**src/rtl/param_updown_counter.sv**
```systemverilog
// Parametrised up/down counter with modulus, step, prescaler, load, wrap or
// saturate mode, and registered overflow/underflow pulses with sticky flags.
module param_updown_counter #(
  parameter int WIDTH    = 8,
  parameter int MAX_VAL  = 2**WIDTH-1,
  parameter bit SATURATE = 1'b0,
  parameter int PRESCALE = 1
) (
  input  logic             clk,
  input  logic             rst,
  input  logic             en,
  input  logic             load,
  input  logic [WIDTH-1:0] load_val,
  input  logic             updown,
  input  logic [WIDTH-1:0] step,
  input  logic [WIDTH-1:0] cmp_val,
  input  logic             clr_flags,
  output logic [WIDTH-1:0] count,
  output logic             ovf_pulse,
  output logic             unf_pulse,
  output logic             ovf_sticky,
  output logic             unf_sticky,
  output logic             match
);

  localparam int              PW         = (PRESCALE > 1) ? $clog2(PRESCALE) : 1;
  localparam logic [PW-1:0]   PRESC_LAST = PW'(PRESCALE - 1);
  localparam logic [PW-1:0]   PRESC_ZERO = PW'(0);
  localparam logic [PW-1:0]   PRESC_ONE  = PW'(1);
  localparam logic [WIDTH:0]  MAX_EXT    = (WIDTH+1)'(MAX_VAL);
  localparam logic [WIDTH:0]  MOD_EXT    = (WIDTH+1)'(MAX_VAL + 1);
  localparam logic [WIDTH-1:0] MAX_W     = MAX_EXT[WIDTH-1:0];
  localparam logic [WIDTH-1:0] ZERO_W    = {WIDTH{1'b0}};

  // Limits an input operand to the counter's terminal value, widened by one bit.
  function automatic logic [WIDTH:0] clamp_to_max(input logic [WIDTH-1:0] v);
    logic [WIDTH:0] v_ext;
    v_ext = {1'b0, v};
    if (v_ext > MAX_EXT) begin
      clamp_to_max = MAX_EXT;
    end else begin
      clamp_to_max = v_ext;
    end
  endfunction

  logic [PW-1:0]    presc_r;
  logic [PW-1:0]    presc_nxt_s;
  logic             tick_s;
  logic [WIDTH-1:0] count_r;
  logic [WIDTH-1:0] count_nxt_s;
  logic             ovf_nxt_s;
  logic             unf_nxt_s;
  logic             ovf_pulse_r;
  logic             unf_pulse_r;
  logic             ovf_sticky_r;
  logic             unf_sticky_r;
  logic [WIDTH:0]   step_eff_s;
  logic [WIDTH:0]   load_eff_s;
  logic [WIDTH:0]   count_ext_s;
  logic [WIDTH:0]   up_sum_s;
  logic [WIDTH:0]   up_wrap_s;
  logic [WIDTH:0]   down_diff_s;
  logic [WIDTH:0]   down_wrap_s;

  // Prescaler phase: advances on enabled cycles, ticks on its last phase, load restarts it.
  always_comb begin
    presc_nxt_s = presc_r;
    tick_s      = 1'b0;
    if (load) begin
      presc_nxt_s = PRESC_ZERO;
    end else if (en) begin
      if (presc_r == PRESC_LAST) begin
        presc_nxt_s = PRESC_ZERO;
        tick_s      = 1'b1;
      end else begin
        presc_nxt_s = presc_r + PRESC_ONE;
      end
    end else begin
      presc_nxt_s = presc_r;
    end
  end

  // Widened operands so the rail compares see the untruncated sums.
  always_comb begin
    step_eff_s  = clamp_to_max(step);
    load_eff_s  = clamp_to_max(load_val);
    count_ext_s = {1'b0, count_r};
    up_sum_s    = count_ext_s + step_eff_s;
    up_wrap_s   = up_sum_s - MOD_EXT;
    down_diff_s = count_ext_s - step_eff_s;
    down_wrap_s = count_ext_s + MOD_EXT - step_eff_s;
  end

  // Next count and rail-crossing flags: load beats tick, tick beats hold.
  always_comb begin
    count_nxt_s = count_r;
    ovf_nxt_s   = 1'b0;
    unf_nxt_s   = 1'b0;
    if (load) begin
      count_nxt_s = load_eff_s[WIDTH-1:0];
    end else if (tick_s) begin
      if (updown) begin
        if (up_sum_s > MAX_EXT) begin
          ovf_nxt_s = 1'b1;
          if (SATURATE) begin
            count_nxt_s = MAX_W;
          end else begin
            count_nxt_s = up_wrap_s[WIDTH-1:0];
          end
        end else begin
          count_nxt_s = up_sum_s[WIDTH-1:0];
        end
      end else begin
        if (count_ext_s >= step_eff_s) begin
          count_nxt_s = down_diff_s[WIDTH-1:0];
        end else begin
          unf_nxt_s = 1'b1;
          if (SATURATE) begin
            count_nxt_s = ZERO_W;
          end else begin
            count_nxt_s = down_wrap_s[WIDTH-1:0];
          end
        end
      end
    end else begin
      count_nxt_s = count_r;
    end
  end

  // State and output registers; a new crossing outranks a same-cycle flag clear.
  always_ff @(posedge clk) begin
    if (rst) begin
      presc_r      <= PRESC_ZERO;
      count_r      <= ZERO_W;
      ovf_pulse_r  <= 1'b0;
      unf_pulse_r  <= 1'b0;
      ovf_sticky_r <= 1'b0;
      unf_sticky_r <= 1'b0;
    end else begin
      presc_r      <= presc_nxt_s;
      count_r      <= count_nxt_s;
      ovf_pulse_r  <= ovf_nxt_s;
      unf_pulse_r  <= unf_nxt_s;
      ovf_sticky_r <= ovf_nxt_s | (ovf_sticky_r & ~clr_flags);
      unf_sticky_r <= unf_nxt_s | (unf_sticky_r & ~clr_flags);
    end
  end

  assign count      = count_r;
  assign ovf_pulse  = ovf_pulse_r;
  assign unf_pulse  = unf_pulse_r;
  assign ovf_sticky = ovf_sticky_r;
  assign unf_sticky = unf_sticky_r;
  assign match      = (count_r == cmp_val);

endmodule

```
**config.mk**
```make
export PLATFORM = sky130hd
export DESIGN_NAME = param_updown_counter
export DESIGN_NICKNAME = d
export VERILOG_FILES = /design/src/rtl/param_updown_counter.sv
export SDC_FILE = /design/constraint.sdc
export NUM_CORES = 1
export LEC_CHECK = 0
export CAP_MARGIN = 10
export CORE_ASPECT_RATIO = 1.4
export CORE_MARGIN = 2
export CORE_UTILIZATION = 51
export CTS_CLUSTER_SIZE = 28
export DETAILED_ROUTE_END_ITERATION = 8
export GPL_TIMING_DRIVEN = 0
export PLACE_DENSITY = 0.86
export REMOVE_ABC_BUFFERS = 1
export SLEW_MARGIN = 20
export SYNTH_ARGS = -nofsm -noshare
export SYNTH_HDL_FRONTEND = slang
export SYNTH_SLANG_ARGS = --single-unit
```
**constraint.sdc**
```tcl
create_clock -name clk -period 3.7 [get_ports clk]
set_input_delay 0.74 -clock clk [delete_from_list [all_inputs] [get_ports clk]]
set_output_delay 0.74 -clock clk [all_outputs]
set_load 0.1 [all_outputs]
```
==> impl_metrics.toml, run 1 <==
[outcome]
status = "finished, final reports clean"

[yosys]
ys_ff_latch = 12
synthesis.area_um2 = 1420
postSynth.asyncResetShare_pct = 0
synth_edf_count = 0
netlist_instances = 182
avgSynthCellArea_um2 = 7.80
ys_types = 46
synthFlopType = "dfxtp_1"
yosys_warnings = 0
ys_seq_area_share_pct = 16.9

[sta]
rsz0062_at_grt = "no"
fin_crit_ps = 3460
finalMaxSlewViolations = 0
setup_viol_count_final = 0
fin_skew_ps = 4.32
timing.hold.ws_ps = 479
worstMarginPinSlew_ps = 973
max_freq_ghz = 0.289
finalCritPeriodShare_pct = 93.5
fin_setup_tns_ps = 0
finalHoldViolCount = 0
slew_headroom_pct = 35.0

[setup_path]
worst_r2r_endpoint = "count[4]"
cpPeakStageDelay_ps = 1130
crit_required_ps = 2960
crit_end = "match"
cp-end-kind = "output port"
worstSetupStartpointType = "input pin"
rr_worst_depth = 8
crit_start = "cmp_val[3]"
crit_slowest_cell = "clkdlybuf4s50_1"
path_class = "input pin to output port"
ff2ff_setup_slack_ps = 1310
critical_path_peak_fanout = 1
cp_cell_sequence = "clkdlybuf4s50_1, xnor2_1, nand4_1, nor2_1, clkdlybuf4s50_1"
arrival_ps = 2720
r2r-start = "count[0]"
crit_top_cell = "clkdlybuf4s50_1"

[global_routing]
grt_overflow = 0
grt_pass1_wl_um = 6620
grt_pass1_vias = 1503
antenna_found_initial = 0
grt_max_degree = 21
grt_use_total_pct = 26.4

[pwr]
power_density_nw_per_um2 = 282
power.total_uw = 520
p_leak_nw = 0.745
ir_drop_mv = 0.329

[finish]
diodes = 0
fin_nets = 266
drive_gt1_share_pct = 4.63
syn_to_final_growth_pct = 30.2
design_area_um2 = 1850

[clock_network]
clock_tree.buffer_depth = 2
cts_root_buf = "clkbuf_4"
clk_latency_ps = 270
cts_resized = 0
holdBufCountCts = 0
cts_sinks = 12
post_cts_buffers = 0
htree_num_levels = 1
tritoncts = "done"
path_clk_slew_ps = 60
cts_buffers = 3

[detailed_routing]
drc_errors = 0
via_count = 1484
via_per_inst = 5.89
avgRoutedWirePerCell_um = 15.8
wirelength_um = 3970
ant_nets = 0
first_iter_violations = 38
firstDrtPassIters = 6

[placement]
dpl_cell_area_um2 = 1830
detailed_place_hpwl_um = 3110
place_congestion = 0.916
port_buffers = 42

[hold_path]
hold_path_class = "register to register"

[floorplanning]
die-width_um = 48.6
core-area_um2 = 2640
ios = 43
start_util_pct = 53.7
die-area_um2 = 3230
die_y_um = 66.4
num_rows = 22

[run]
cap_viol_max_count = 0
## how the worst min path moves through the flow
stage	from	end	slack, ps	cells past startpoint
2_1_floorplan	rst	count[1]	810	1
3_3_place_gp	unf_sticky	unf_sticky	430	1
3_5_place_dp	unf_sticky	unf_sticky	440	1
4_1_cts	unf_sticky	unf_sticky	480	1
5_1_grt	unf_sticky	unf_sticky	510	1
6_report	unf_sticky	unf_sticky	480	1
## logic make-up after synthesis
| logic type | count (synthesis) | share of synthesized area [%] |
|---|---|---|
| simple gates | 62 | 23.3 |
| xor+xnor | 9 | 5.56 |
| mux | 3 | 2.20 |
| compound gates | 53 | 27.2 |
| fa+ha+maj | 18 | 16.9 |
| flops | 12 | 16.9 |
| buf+inv | 25 | 7.85 |
## layout make-up
type / instances / area (um^2)
fill: 227 / 795
multi-input combinational: 145 / 1070
tap: 36 / 45.0
inverter: 14 / 52.6
sequential: 12 / 240
clock buffer: 3 / 22.5
timing repair buffer: 42 / 420
## Yosys cell counts (all sizes together) (2+ instances only)
| library cell | number | area share [%] |
|---|---|---|
| clkbuf | 5 | 1.3 |
| nand3 | 8 | 2.8 |
| a21o | 3 | 1.6 |
| xnor2 | 9 | 5.6 |
| nand2b | 2 | 0.88 |
| dfxtp | 12 | 17 |
| o211ai | 2 | 1.1 |
| o21ai | 12 | 4.8 |
| ha | 16 | 14 |
| fa | 2 | 2.8 |
| o21a | 3 | 1.6 |
| nor3 | 4 | 1.4 |
| a31oi | 2 | 0.88 |
| nand4 | 3 | 1.3 |
| a2111oi | 3 | 3.2 |
| mux2i | 2 | 1.4 |
| o22ai | 3 | 1.3 |
| nor3b | 7 | 3.7 |
| inv | 14 | 3.7 |
| nor2b | 6 | 3.4 |
| nor2 | 17 | 4.5 |
| o2111ai | 3 | 1.9 |
| buf | 6 | 2.8 |
| a211oi | 3 | 1.6 |
| a21oi | 11 | 3.9 |
| nand2 | 11 | 2.9 |
## placed cells by master (no fill, tap or decap), types with 4 or more instances in the layout
cell type	instances
xnor2_1	9
a21oi_1	11
o21ai_0	9
nor3_1	4
ha_1	16
nand3_1	8
nor2_1	17
dfxtp_1	12
nor3b_1	7
nand2_1	11
clkdlybuf4s50_1	42
nor2b_1	4
inv_1	14
## report_power, final
part	total (mW)	switching, mW	internal, mW
Clock	0.0782	0.0405	0.0377
Sequential	0.155	0.0158	0.139
Combinational	0.287	0.179	0.108
Total	0.520	0.235	0.285
## per-stage QoR
step                std cells  worst slack [ps]  utilization, %
floorplan                 171               346               -
finish                    252               240            69.9
CTS                       252               243            69.9
detailed placement        249               243            69.1
global placement          249               270            69.1
global route              252               165            69.9
## routing by layer
metal	part of all wire [%]	GRT usage [%]
met1	39	28.6
met2	53	49.3
met3	4.5	5.43
met4	3.5	11.8
met5	0	0
## critical path: cells and delay by family
| family | cells | cell delay (ps) |
|---|---|---|
| and+or+nand+nor | 2 | 200 |
| buffers and inverters | 2 | 1630 |
| xor gates and xnor gates | 1 | 140 |
## sequential cells by signal, indices dropped and copies added (netlist names)
| register | flops |
|---|---|
| ovf_sticky | 1 |
| count | 8 |
| unf_sticky | 1 |
| unf_pulse | 1 |
| ovf_pulse | 1 |
(Power assumes the default switching activity.)
==> run 2, diff against run 1 <==
--- a/config.mk
+++ b/config.mk
@@ -14,7 +14,7 @@
 export GPL_TIMING_DRIVEN = 0
 export PLACE_DENSITY = 0.86
 export REMOVE_ABC_BUFFERS = 1
-export SLEW_MARGIN = 20
+export SLEW_MARGIN = 10
 export SYNTH_ARGS = -nofsm -noshare
 export SYNTH_HDL_FRONTEND = slang
 export SYNTH_SLANG_ARGS = --single-unit
==> results of run 2 <==
No change in the layout: final DEF, timing and power equal those of run 1.
==> edit 1, RTL diff (config.mk and constraints of run 2) <==
The parameter `SATURATE` goes from 1'b0 to 1'b1.
--- a/src/rtl/param_updown_counter.sv
+++ b/src/rtl/param_updown_counter.sv
@@ -5,3 +5,3 @@
   parameter int MAX_VAL  = 2**WIDTH-1,
-  parameter bit SATURATE = 1'b0,
+  parameter bit SATURATE = 1'b1,
   parameter int PRESCALE = 1
Function: changed (Yosys sat finds a counterexample within 4 cycles, from zero or initial values and one cycle with rst high).
==> edit 1 against run 2 <==
Synthesized area grew 6.3%. Design area grew 3.5%. Sequential share of layout area shrank 0.44 points. Worst setup slack lost 0.0094 ns. Clock power grew 52%. Combinational power grew 1%. Sequential cell count is the same. Highest routed layer unchanged. Clock skew shrank 0.0041 ns. Routed wire length shrank 5.9%. Total power grew 8.0%. Non-clock buffer count is the same.
==> edit 1: results (changes against run 2) <==
| Metric | Value |
|---|---|
| Vias in the first global route | `1369 (was 1503)` |
| Clk power | `0.119 mW (was 0.0782 mW)` |
| Sw power | `0.2337 mW (was 0.2355 mW)` |
| Largest net degree at the start of global routing | `18 (was 21)` |
| GRT met1 Usage | `0.2666 (was 0.2863)` |
| Minimum hold slack | `0.4775 ns (was 0.4791 ns)` |
| Global-route usage over all layers | `0.2356 (was 0.2641)` |
| Status | `complete, no violations (unchanged)` |
| Sequential power share | `0.270 (was 0.298)` |
| Seq cells | `12 (unchanged)` |
| Placed cells | `263 (was 249)` |
| Share of layout cells above drive strength 1 | `0.04803 (was 0.04630)` |
| DR vias | `1492 (was 1484)` |
| GP Congestion | `0.8655 (was 0.9156)` |
| Pre-CTS WS | `0.2132 ns (was 0.2426 ns)` |
| Worst skew pair latency | `0.24 ns (was 0.27 ns)` |
| Root buf cell | `clkbuf_8 (was clkbuf_4)` |
| Final Core Density | `0.6715 (was 0.6993)` |
| Syn Inst Count | `193 (was 182)` |
| Post-synth top cells | `19 x nor2_1, 16 x ha_1, 15 x a21oi_1, 15 x inv_1, 13 x xnor2_1 (was 17 x nor2_1, 16 x ha_1, 14 x inv_1, 12 x dfxtp_1)` |
| Post-synthesis mux area share | `0.007463 (was 0.02205)` |
| Final Skew | `0.0002697 ns (was 0.004323 ns)` |
| R2R depth | `10 (was 8)` |
| Internal power | `0.3280 mW (was 0.2847 mW)` |
| Peak supply drop | `0.2746 mV (was 0.3291 mV)` |
| Global-route wire length before repair | `6.058 mm (was 6.624 mm)` |
| Nets | `279 (was 266)` |
## edit 1: cell count changes after synthesis, moves of 3 or more
cell / run 2 / this run
clkbuf_8: 0 / 4
nor3b_1: 7 / 2
o2111ai_1: 3 / 0
nand3_1: 8 / 3
xnor2_1: 9 / 13
a21oi_1: 11 / 15
clkbuf_1: 5 / 0
a21o_1: 3 / 0
nor2b_1: 4 / 8
## edit 1: logic make-up (layout without fill, tap and decap cells)
group | count (synthesis) | count (layout)
AND/OR/NAND/NOR | 65 | 65
multiplexers | 1 | 1
AO/OA/AOI/OAI | 59 | 59
buffers and inverters | 24 | 60
flip-flops | 12 | 12
adder cells (fa/ha/maj) | 18 | 18
XOR/XNOR | 14 | 14
## edit 1: worst max-delay path by stage
stage,start,cells after the start,to
after floorplan,count[1]$_SDFFE_PP0P_,3,match
after global placement,cmp_val[5],5,match
after detailed placement,cmp_val[4],5,match
after CTS,cmp_val[4],5,match
after global routing,cmp_val[4],5,match
final,cmp_val[4],5,match
==> edit 2, RTL diff (settings of run 2) <==
Made on the original files. Put a register stage on the output `match`, cleared by the reset. The value now appears one clock later. The other outputs are not delayed to match.
--- a/src/rtl/param_updown_counter.sv
+++ b/src/rtl/param_updown_counter.sv
@@ -153,3 +153,9 @@
   assign unf_sticky = unf_sticky_r;
-  assign match      = (count_r == cmp_val);
+  always_ff @(posedge clk) begin
+    if (rst) begin
+      match <= '0;
+    end else begin
+      match <= (count_r == cmp_val);
+    end
+  end
 
Check against the original RTL: not equivalent (a bounded check fails within 4 cycles, from zero or initial values and one cycle with rst high).
==> edit 2 against run 2 <==
Routed wire length down 5.2%. Global-route usage up 2.0 points. Sequential power up 7%. Synthesized area shrank 5.4%. Critical path depth rose by 3. Worst setup slack improved by 0.28 ns. Total power increased by 3.9%. Maximum frequency is 8.8% higher. Synthesized cell count fell by 7.1%. Design area fell by 2.6%. Via count decreased by 5.3%. Sequential share of layout area grew 1.5 points. First-iteration DRC count shrank 11%. Sequential cell count rose by 1. Largest cell class unchanged.
==> edit 2: results (changes against run 2) <==
| Metric | Value |
|---|---|
| Clock power frac | `0.168 (was 0.150)` |
| Peak supply drop | `0.2379 mV (was 0.3291 mV)` |
| Largest net degree at the start of global routing | `18 (was 21)` |
| Global-route wire length before repair | `6.313 mm (was 6.624 mm)` |
| Static Leakage | `0.7210 nW (was 0.7451 nW)` |
| Grt met2 use | `0.5389 (was 0.4931)` |
| Slowest stage delay, CP | `0.72 ns (was 1.13 ns)` |
| Hold Path Origin | `ovf_sticky$_SDFF_PP0_ (was unf_sticky$_SDFF_PP0_)` |
| CTS clk-pin slew, worst paths | `0.08 ns (was 0.06 ns)` |
| Met1 WL | `1.388 mm (was 1.547 mm)` |
| Nets | `255 (was 266)` |
| Starting DRC count in detailed routing | `34 (was 38)` |
| Share of layout cells above drive strength 1 | `0.03398 (was 0.04630)` |
| Final Skew | `0.005555 ns (was 0.004323 ns)` |
| Met2 routed WL | `2.148 mm (was 2.107 mm)` |
| Area after DPL | `0.001774 mm^2 (was 0.001826 mm^2)` |
| Non-filler instance count after layout | `242 (was 252)` |
| DP HPWL | `3.096 mm (was 3.110 mm)` |
| GRT met1 Usage | `0.2928 (was 0.2863)` |
| Global-route usage over all layers | `0.2837 (was 0.2641)` |
| Status | `complete, no violations (unchanged)` |
| Met3 layer usage reported by global route | `0.05014 (was 0.05430)` |
| GP Congestion | `0.9181 (was 0.9156)` |
| Avg Cell Area, Syn | `7.944 um^2 (was 7.796 um^2)` |
| RR Startpoint | `count[1]$_SDFFE_PP0P_ (was count[0]$_SDFFE_PP0P_)` |
| Crit path launch | `step[1] (was cmp_val[3])` |
| Pre-antenna DRT Iters | `4 (was 6)` |
| Met3 wire length | `145 um (was 178 um)` |
| Pre-CTS WS | `0.4164 ns (was 0.2426 ns)` |
| Post-Route WL | `3.767 mm (was 3.974 mm)` |
| Slew @ Worst Pin | `0.9776 ns (was 0.9725 ns)` |
| Netlist cell types | `43 (was 46)` |
| Critical-path top delay cell | `a2111oi_0 (was clkdlybuf4s50_1)` |
| Total power | `0.5404 mW (was 0.5202 mW)` |
| Register area share after synthesis | `0.1938 (was 0.1693)` |
==> edit 2: area by class of cell <==
class / instances / area (um^2)
Tap cell: 36 / 45.04
Inverter: 17 / 63.81
Timing Repair Buffer: 42 / 420.4
Fill cell: 218 / 759.5
Multi-Input combinational cell: 130 / 984.7
Clock buffer: 4 / 26.28
Sequential cell: 13 / 260.3
==> edit 2: path summary, 6_finish.rpt <==
| check | endpoint | slack (ns) | cells past startpoint |
|---|---|---|---|
| setup / recovery | count[7]$_SDFFE_PP0P_ | 0.52 | 8 |
| hold / removal | ovf_sticky$_SDFF_PP0_ | 0.47 | 1 |
| setup reg to reg | count[7]$_SDFFE_PP0P_ | 1.16 | 6 |
| hold reg to reg | ovf_sticky$_SDFF_PP0_ | 0.47 | 1 |
==> edit 2: kinds of logic after synthesis <==
group	share of synthesized area
AO/OA/AOI/OAI	0.2684
multiplexers	0.02237
AND/OR/NAND/NOR	0.1920
buffers and inverters	0.07269
adder cells (fa/ha/maj)	0.1789
XOR/XNOR	0.07176
flip-flops	0.1938
